`config.mk`:
```
export PLATFORM = sky130hd
export DESIGN_NAME = nmea_sentence_assembler_flat
export DESIGN_NICKNAME = d
export VERILOG_FILES = /design/src/rtl/nmea_sentence_assembler_if.sv /design/src/rtl/nmea_sentence_assembler.sv /design/src/flat_wrapper.sv
export SDC_FILE = /design/constraint.sdc
export NUM_CORES = 2
export LEC_CHECK = 0
export ABC_AREA = 1
export BUFFER_PORTS_ARGS = -buffer_cell sky130_fd_sc_hd__buf_4
export CAP_MARGIN = 20
export CORE_MARGIN = 3
export CORE_UTILIZATION = 40
export DETAILED_ROUTE_END_ITERATION = 10
export MAX_ROUTING_LAYER = met4
export RECOVER_POWER = 25
export SYNTH_ARGS = -nofsm -noshare
export SYNTH_HDL_FRONTEND = slang
export SYNTH_SLANG_ARGS = --single-unit
```
`constraint.sdc`:
```
create_clock -name clk -period 2.9 [get_ports clk]
set_input_delay 0.145 -clock clk [delete_from_list [all_inputs] [get_ports clk]]
set_output_delay 0.145 -clock clk [all_outputs]
set_load 0.05 [all_outputs]
```
`src/rtl/nmea_sentence_assembler_if.sv`:
```
// Byte-stream input and assembled-sentence output bundle for the NMEA sentence assembler.
interface nmea_sentence_assembler_if #(
  parameter int unsigned SENTENCE_BITS = 1024
);
  logic [7:0]               rx_data;
  logic                     rx_valid;
  logic [SENTENCE_BITS-1:0] sentence;
  logic [7:0]               sentence_len;
  logic                     sentence_valid;
  logic                     cksum_err;
  logic                     frame_err;
  logic [15:0]              good_count;
  logic [15:0]              bad_count;

  modport master (
    output rx_data, rx_valid,
    input  sentence, sentence_len, sentence_valid, cksum_err, frame_err, good_count, bad_count
  );

  modport slave (
    input  rx_data, rx_valid,
    output sentence, sentence_len, sentence_valid, cksum_err, frame_err, good_count, bad_count
  );
endinterface

```
`src/rtl/nmea_sentence_assembler.sv`:
```
// Frames "$...*hh" NMEA sentences from a UART byte stream, verifies the XOR checksum and
// optional RMC type, and publishes accepted sentences as a zero-filled byte-packed vector.
module nmea_sentence_assembler #(
  parameter int unsigned SENTENCE_BITS = 1024,
  parameter bit          MATCH_RMC     = 1'b1
) (
  input  logic                      clk,
  input  logic                      rst_n,
  nmea_sentence_assembler_if.slave  bus
);
  localparam int unsigned MAX_BYTES = SENTENCE_BITS / 8;
  localparam logic [7:0]  MAX_CNT   = 8'(MAX_BYTES);
  localparam logic [7:0]  CH_DOLLAR = 8'h24;
  localparam logic [7:0]  CH_STAR   = 8'h2A;
  localparam logic [7:0]  CH_CR     = 8'h0D;
  localparam logic [7:0]  CH_LF     = 8'h0A;

  typedef enum logic [1:0] {IDLE, CAPTURE, CK_HI, CK_LO} state_t;

  state_t                   state, state_d;
  logic [SENTENCE_BITS-1:0] wbuf;
  logic [7:0]               wcnt;
  logic [7:0]               csum;
  logic [3:0]               hi;
  logic [SENTENCE_BITS-1:0] sentence;
  logic [7:0]               sentence_len;
  logic                     sentence_valid, cksum_err, frame_err;
  logic [15:0]              good_count, bad_count;

  logic                     start_c, store_c, take_hi_c, accept_c, ck_err_c, fr_err_c;
  logic                     rx_hex_c, rmc_ok_c;
  logic [3:0]               rx_nib_c;
  logic [7:0]               rx;

  assign rx = bus.rx_data;

  // Hex digit decode of the incoming byte (both letter cases)
  always_comb begin
    rx_hex_c = 1'b1;
    rx_nib_c = 4'h0;
    if (rx >= 8'h30 && rx <= 8'h39)      rx_nib_c = 4'(rx - 8'h30);
    else if (rx >= 8'h41 && rx <= 8'h46) rx_nib_c = 4'(rx - 8'h37);
    else if (rx >= 8'h61 && rx <= 8'h66) rx_nib_c = 4'(rx - 8'h57);
    else                                 rx_hex_c = 1'b0;
  end

  assign rmc_ok_c = (wcnt >= 8'd6) && (wbuf[47:24] == 24'h434D52);

  // Next-state and per-byte control decisions
  always_comb begin
    state_d   = state;
    start_c   = 1'b0;
    store_c   = 1'b0;
    take_hi_c = 1'b0;
    accept_c  = 1'b0;
    ck_err_c  = 1'b0;
    fr_err_c  = 1'b0;
    if (bus.rx_valid) begin
      case (state)
        IDLE: begin
          if (rx == CH_DOLLAR) begin
            start_c = 1'b1;
            state_d = CAPTURE;
          end
        end
        CAPTURE: begin
          if (rx == CH_DOLLAR) begin
            start_c = 1'b1;
          end else if (rx == CH_STAR) begin
            state_d = CK_HI;
          end else if (rx == CH_CR || rx == CH_LF || wcnt == MAX_CNT) begin
            fr_err_c = 1'b1;
            state_d  = IDLE;
          end else begin
            store_c = 1'b1;
          end
        end
        CK_HI: begin
          if (rx_hex_c) begin
            take_hi_c = 1'b1;
            state_d   = CK_LO;
          end else begin
            fr_err_c = 1'b1;
            state_d  = IDLE;
          end
        end
        CK_LO: begin
          state_d = IDLE;
          if (!rx_hex_c)                    fr_err_c = 1'b1;
          else if ({hi, rx_nib_c} != csum)  ck_err_c = 1'b1;
          else if (!MATCH_RMC || rmc_ok_c)  accept_c = 1'b1;
        end
        default: state_d = IDLE;
      endcase
    end
  end

  // State register, working buffer and registered outputs
  always_ff @(posedge clk) begin
    if (!rst_n) begin
      state          <= IDLE;
      wbuf           <= '0;
      wcnt           <= 8'd0;
      csum           <= 8'd0;
      hi             <= 4'd0;
      sentence       <= '0;
      sentence_len   <= 8'd0;
      sentence_valid <= 1'b0;
      cksum_err      <= 1'b0;
      frame_err      <= 1'b0;
      good_count     <= 16'd0;
      bad_count      <= 16'd0;
    end else begin
      state          <= state_d;
      sentence_valid <= accept_c;
      cksum_err      <= ck_err_c;
      frame_err      <= fr_err_c;
      if (start_c) begin
        wbuf <= {{(SENTENCE_BITS-8){1'b0}}, CH_DOLLAR};
        wcnt <= 8'd1;
        csum <= 8'd0;
      end
      if (store_c) begin
        wbuf[8*32'(wcnt) +: 8] <= rx;
        wcnt                   <= wcnt + 8'd1;
        csum                   <= csum ^ rx;
      end
      if (take_hi_c) hi <= rx_nib_c;
      if (accept_c) begin
        sentence     <= wbuf;
        sentence_len <= wcnt;
        if (good_count != 16'hFFFF) good_count <= good_count + 16'd1;
      end
      if ((ck_err_c || fr_err_c) && bad_count != 16'hFFFF) bad_count <= bad_count + 16'd1;
    end
  end

  assign bus.sentence       = sentence;
  assign bus.sentence_len   = sentence_len;
  assign bus.sentence_valid = sentence_valid;
  assign bus.cksum_err      = cksum_err;
  assign bus.frame_err      = frame_err;
  assign bus.good_count     = good_count;
  assign bus.bad_count      = bad_count;
endmodule

```
`src/flat_wrapper.sv`:
```
// flat-port wrapper written by rule: the top's interface ports become plain ports
module nmea_sentence_assembler_flat 
#(
  parameter int unsigned SENTENCE_BITS = 1024,
  parameter bit          MATCH_RMC     = 1'b1
)
  (clk, rst_n, bus_rx_data, bus_rx_valid, bus_sentence, bus_sentence_len, bus_sentence_valid, bus_cksum_err, bus_frame_err, bus_good_count, bus_bad_count);
  nmea_sentence_assembler_if #(.SENTENCE_BITS(SENTENCE_BITS)) bus_i ();
  input  logic clk;
  input  logic rst_n;
  input wire logic [$bits(bus_i.rx_data)-1:0] bus_rx_data;
  input wire logic [$bits(bus_i.rx_valid)-1:0] bus_rx_valid;
  output wire logic [$bits(bus_i.sentence)-1:0] bus_sentence;
  output wire logic [$bits(bus_i.sentence_len)-1:0] bus_sentence_len;
  output wire logic [$bits(bus_i.sentence_valid)-1:0] bus_sentence_valid;
  output wire logic [$bits(bus_i.cksum_err)-1:0] bus_cksum_err;
  output wire logic [$bits(bus_i.frame_err)-1:0] bus_frame_err;
  output wire logic [$bits(bus_i.good_count)-1:0] bus_good_count;
  output wire logic [$bits(bus_i.bad_count)-1:0] bus_bad_count;
  assign bus_i.rx_data = bus_rx_data;
  assign bus_i.rx_valid = bus_rx_valid;
  assign bus_sentence = bus_i.sentence;
  assign bus_sentence_len = bus_i.sentence_len;
  assign bus_sentence_valid = bus_i.sentence_valid;
  assign bus_cksum_err = bus_i.cksum_err;
  assign bus_frame_err = bus_i.frame_err;
  assign bus_good_count = bus_i.good_count;
  assign bus_bad_count = bus_i.bad_count;
  nmea_sentence_assembler #(.SENTENCE_BITS(SENTENCE_BITS), .MATCH_RMC(MATCH_RMC)) u_core (.clk(clk), .rst_n(rst_n), .bus(bus_i));
endmodule
```
# --- Word level (Yosys, flattened, before mapping) ---
# Cells that the tools add are included.
# W data, S select, Z words.
totals:
  regBits: 2113
  in_bits: 11
  out_inout_bits: 1067
  word_cells: 104
op_classes:
  n_addsub: 7
  order_cmp: 7
  n_eq_ne: 15
  shifts: 2
  n_mux: 46
  n_bitwise: 1
  reduce_logical: 14
op_table:
  columns: ["operator", "n"]
  rows:
  - ["$mux W1024", 3]
  - ["$bwmux W1024", 1]
  - ["$shift A8 B34 Y1024 const A", 1]
  - ["$shiftx A8 B34 Y1024", 1]
  - ["$neg A11 Y34", 1]
  - ["$add A16 B1 Y16 const B", 2]
  - ["$mux W8", 4]
  - ["$ne A16 B16 Y1 const B", 2]
  - ["$mux W1", 28]
  - ["$eq A24 B23 Y1 const B", 1]
  - ["$eq A8 B4 Y1 const B", 2]
  - ["$eq A8 B6 Y1 const B", 2]
  - ["$ge A8 B7 Y1 const B", 2]
  - ["$le A8 B7 Y1 const B", 2]
  - ["$mux W4", 3]
  - ["$mux W2", 5]
  - ["$add A8 B1 Y8 const B", 1]
  - ["$eq A8 B8 Y1 const B", 1]
  - ["$ge A8 B3 Y1 const B", 1]
  - ["$ge A8 B6 Y1 const B", 1]
  - ["$le A8 B6 Y1 const B", 1]
  - ["$ne A8 B8 Y1", 1]
  - ["$pmux W2 S4", 1]
  - ["$sub A4 B3 Y4 const B", 2]
  - ["other kinds (15)", 23]

# --- Longest topological paths before layout ---
depth:
  depth_word: 12
  mapped_depth: 19
  ltp_nobuf: 18

# --- Least setup slack after synthesis ---
# No wires, ideal clock.
synth_timing:
  path_type: "flip-flop to flip-flop"
  startpoint: "register u_core.wcnt[0]"
  endpoint: "register u_core.wbuf[456]"
  setup_ns: 0.132
  t_arrival_ns: 2.501
  required_ns: 2.768
  path_slack_ns: 0.267
  path_stages_with_launch: 17
  n_path_buf: 2
  period_less_slack_ns: 2.633
  cell_sequence: "dfxtp_1 -> inv_2 -> ha_1 -> nand2_2 -> nor2_2 -> nand2_1 -> o21ai_1 -> nor2_2 -> nand2_4 -> nor3_4 -> inv_2 -> buf_4 -> buf_4 -> nor2_2 -> inv_2 -> nand3_1 -> a21oi_1"
synth_between:
  elab_chain_len: 8
  elab_cells_between_ends: 12
  classes_between: "1 x add/sub; 1 x eq/ne; 2 x shift; 7 x mux; 1 x reduce/logical"
synth_lines:
  columns: ["element", "line_no", "rtl"]
  rows:
  - ["start, declared", "nmea_sentence_assembler.sv:22", "logic [7:0] wcnt;"]
  - ["start signal, assigned", "nmea_sentence_assembler.sv:125", "wcnt <= wcnt + 8'd1;"]
  - ["parallel branches: the longest is 7 deep, another holds $neg A11 Y34", null, null]
  - ["$mux W1024 *", "nmea_sentence_assembler.sv:123", "if (store_c) begin"]
  - ["end signal, assigned", "nmea_sentence_assembler.sv:119", "wbuf <= {{(SENTENCE_BITS-8){1'b0}}, CH_DOLLAR};"]
  - ["end signal, assigned by index", "nmea_sentence_assembler.sv:124", "wbuf[8*32'(wcnt) +: 8] <= rx;"]
  - ["end, declared", "nmea_sentence_assembler.sv:21", "logic [SENTENCE_BITS-1:0] wbuf;"]
# Every way passes the cells marked *.
# A chain may end at the register's enable or synchronous reset.

# --- Worst setup path in the final report ---
layout_timing:
  startpoint: "register u_core.wcnt[1]"
  endpoint: "register u_core.wbuf[790]"
# Same word-level chain as after synthesis.

==> flow_metrics.tcl <==
set metrics [dict create \
    routed_wl_um 337000 \
    crit_path_max_fanout 12 \
    antenna_found_initial 11 \
    final_max_slew_viol_count 0 \
    die_w_um 458 \
    rsz0062_at_grt "true" \
    clk_transition_reported_paths_ps 60 \
    grt_pass1_vias 73017 \
    core_mm2 0.203 \
    final_util_pct 50.3 \
    arrival_ps 3680 \
    critPathMaxStageDelay_ps 650 \
    path_cells "inv_1 -> ha_1 -> nand2_2 -> nor2_2 -> nand2_1 -> clkinv_1 -> buf_4 -> nor2_4 -> buf_4 -> nand4_1 -> nor2_1 -> nand2_1 -> a21oi_1" \
    viasPerCell 5.28 \
    outcome "finished, final reports clean" \
    postPlaceCellArea_mm2 0.0965 \
    ys_warn_count 0 \
    max_freq_mhz 349 \
    grt-ovfl-total 0 \
    grt_pass1_wl_um 484000 \
    synthesis.nets 10769 \
    dp_hpwl_um 256000 \
    syn_inst 10747 \
    dp_cells 14430 \
    finalCritPeriodShare_pct 98.8 \
    setup_viol 0 \
    drt_iter0_drc 7119 \
    fp-row-count 165 \
    relSlewSlack_pct 32.0 \
    skew_ps 56.0 \
    vias 78497 \
    min_path_type "input pin to flop" \
    syn-mean-instance-area_um2 7.59 \
    synth_cell_type_count 51 \
    clock-root-buffer "clkbuf_16" \
    post_drt_wl_per_cell_um 22.7 \
    tightestPinTransition_ps 1020 \
    gp_congestion 1.01 \
    grt_use_met3_pct 5.69 \
    power_density_mw_per_mm2 595 \
    start_util_pct 40.3 \
    cp-end-kind "flop" \
    ir_worst_vdd_mv 0.573 \
    met2_usage_pct 49.7 \
    hold_viol 0 \
    drc 0 \
    cp_slowest_cell "nor2_1" \
    die_h_um 458 \
    cp-start-kind "flop" \
    max-cap-violations 0 \
    synthArstFlopShare_pct 0 \
    ys_ff_latch 2113 \
    firstDrtPassIters 6 \
    syn_area_mm2 0.0816 \
    areaGrowthSynthToFinish_pct 24.8 \
    portBuffers 1077 \
    cts_tree "built" \
    insertion_delay_ps 910 \
    busiest_layer "met2" \
    ys.flop_type "dfxtp_1" \
    htree_levels 4 \
    nets 12029 \
    gr-usage-met1_pct 37.5 \
    grt.total_usage_pct 31.6 \
    required_ps 3710 \
    stdcell_area_mm2 0.102 \
    die-area_mm2 0.209 \
    final_cells 14874 \
    grt_max_degree 153 \
    numCtsBuffers 219 \
    synth-seq-area-share_pct 51.8 \
    power_leakage_nw 37.1 \
    ios 1078 \
    cts.sink_count 2113 \
    clockBufferDepth 3 \
    crit_type "flop to flop" \
    ant_nets 0 \
    synth-edff-count 0 \
    fin_crit_ps 2860 \
    drive_gt1_share_pct 12.9 \
]
flip-flops by register name, indices dropped and copies added, names as in the netlist:
signal / count
u_core.bus.sentence: 1024
u_core.wbuf: 1024
u_core.bus.bad_count: 16
u_core.bus.good_count: 16
u_core.bus.sentence_len: 8
u_core.csum: 8
u_core.wcnt: 8
u_core.hi: 4
u_core.state: 2
u_core.bus.cksum_err: 1
u_core.bus.frame_err: 1
u_core.bus.sentence_valid: 1
synth_stat cells (7+ instances only):
cell type,instances,share of area (%)
nor3_2,14,0.17
nor4_1,18,0.14
buf_1,15,0.069
inv_1,1344,6.2
nand4_1,20,0.15
ha_1,11,0.17
nor3_4,12,0.24
buf_4,24,0.22
o21ai_0,1124,6.9
nor3_1,98,0.60
nor2_1,796,3.7
xor2_1,19,0.20
clkbuf_1,625,2.9
nor2_2,45,0.35
inv_2,29,0.13
nor2_4,25,0.35
buf_2,77,0.47
o21ai_1,123,0.75
or2_2,9,0.069
a21oi_1,2019,12
a211oi_1,99,0.91
nand3_1,646,4.0
dfxtp_1,2113,52
o21a_1,10,0.092
nand2_1,1356,6.2
a31oi_1,11,0.084
nand2_2,7,0.054
layout by cell type, fill, tap and decap left out, types with 19 or more instances in the layout:
master     synthesis  final
inv_2             29     32
inv_1           1344   1336
nor3_1            98     88
buf_4             24    863
nand3_1          646    630
nor2_4            25     30
dfxtp_1         2113   2110
nand4_1           20     20
xor2_1            19     19
buf_12             0    103
a21oi_1         2019   2019
nor3_2            14     21
nand2_1         1356   1349
o21ai_0         1124   1122
o21ai_1          123    125
clkbuf_16          0    220
nor2_2            45     58
clkinv_2           0     41
bufinv_16          0     21
a211oi_1          99     99
clkbuf_1         625    833
nor2_1           796    778
clkbuf_8           0     62
area by class of cell:
class	count	area (µm²)
Inverter	1379	5220
Multi-Input combinational cell	6510	31400
Sequential cell	2113	42300
Fill cell	20292	101000
Timing Repair Buffer	1784	11800
Clock buffer	321	6480
Antenna cell	9	22.5
Clock inverter	86	1280
Tap cell	2672	3340
repair_timing:
| action | CTS | global route |
|---|---|---|
| setup buffers | 1 | 11 |
| pin swaps | 1 | 12 |
| gates resized for setup | 5 | 78 |
| endpoints found under the setup margin | 48 | 478 |
| cloned | 0 | 3 |
| endpoints found under the hold margin | 124 | 0 |
| hold buffers | 13 | 0 |
where the power goes:
| group | internal [mW] | switching, mW |
|---|---|---|
| Sequential | 29.0 | 0.0107 |
| Clock | 17.4 | 12.4 |
| Combinational | 0.433 | 1.29 |
critical path, delay by kind of cell, from the launching register on:
family          cells  cell delay [ps]
buf+inv             4              540
flops               1              330
fa+ha+maj           1              190
compound gates      1              210
simple gates        7             1530
worst paths after layout:
check	start	to	slack, ps	cells after the start
worst max-delay path	u_core.wcnt[1]	u_core.wbuf[790]	40	13
worst min-delay path	bus_rx_data[6]	u_core.csum[6]	250	5
worst max register to register	u_core.wcnt[1]	u_core.wbuf[790]	40	13
worst min register to register	u_core.bus.sentence[195]	u_core.bus.sentence[195]	440	2
stage by stage:
| step | hold WS (ps) | setup WS, ps | TNS (ps) | power, mW |
|---|---|---|---|---|
| after floorplan | 326 | 267 | 0 | 30.7 |
| after global placement | 432 | -18.1 | -107 | 31.4 |
| after detailed placement | 437 | -73.9 | -315 | 31.4 |
| after CTS | 184 | 3.92 | 0 | 61.0 |
| after global routing | 235 | -26.0 | -96.5 | 62.3 |
| final | 248 | 35.3 | 0 | 60.6 |
per-layer routing:
layer | vias to the layer above | part of all wire, %
met1 | 37292 | 40
met5 | - | 0
met3 | 771 | 6.5
met4 | 0 | 7.3
met2 | 2814 | 46
li1 | 37620 | -
kinds of logic after synthesis:
group                    count (synthesis)  synth area share, %
AND/OR/NAND/NOR                       3079                 16.4
buffers and inverters                 2124                 10.0
flip-flops                            2113                 51.8
adder cells (fa/ha/maj)                 11                0.169
AO/OA/AOI/OAI                         3393                 21.2
XOR/XNOR                                27                0.322
No activity file was read; power rests on OpenSTA's default activity.
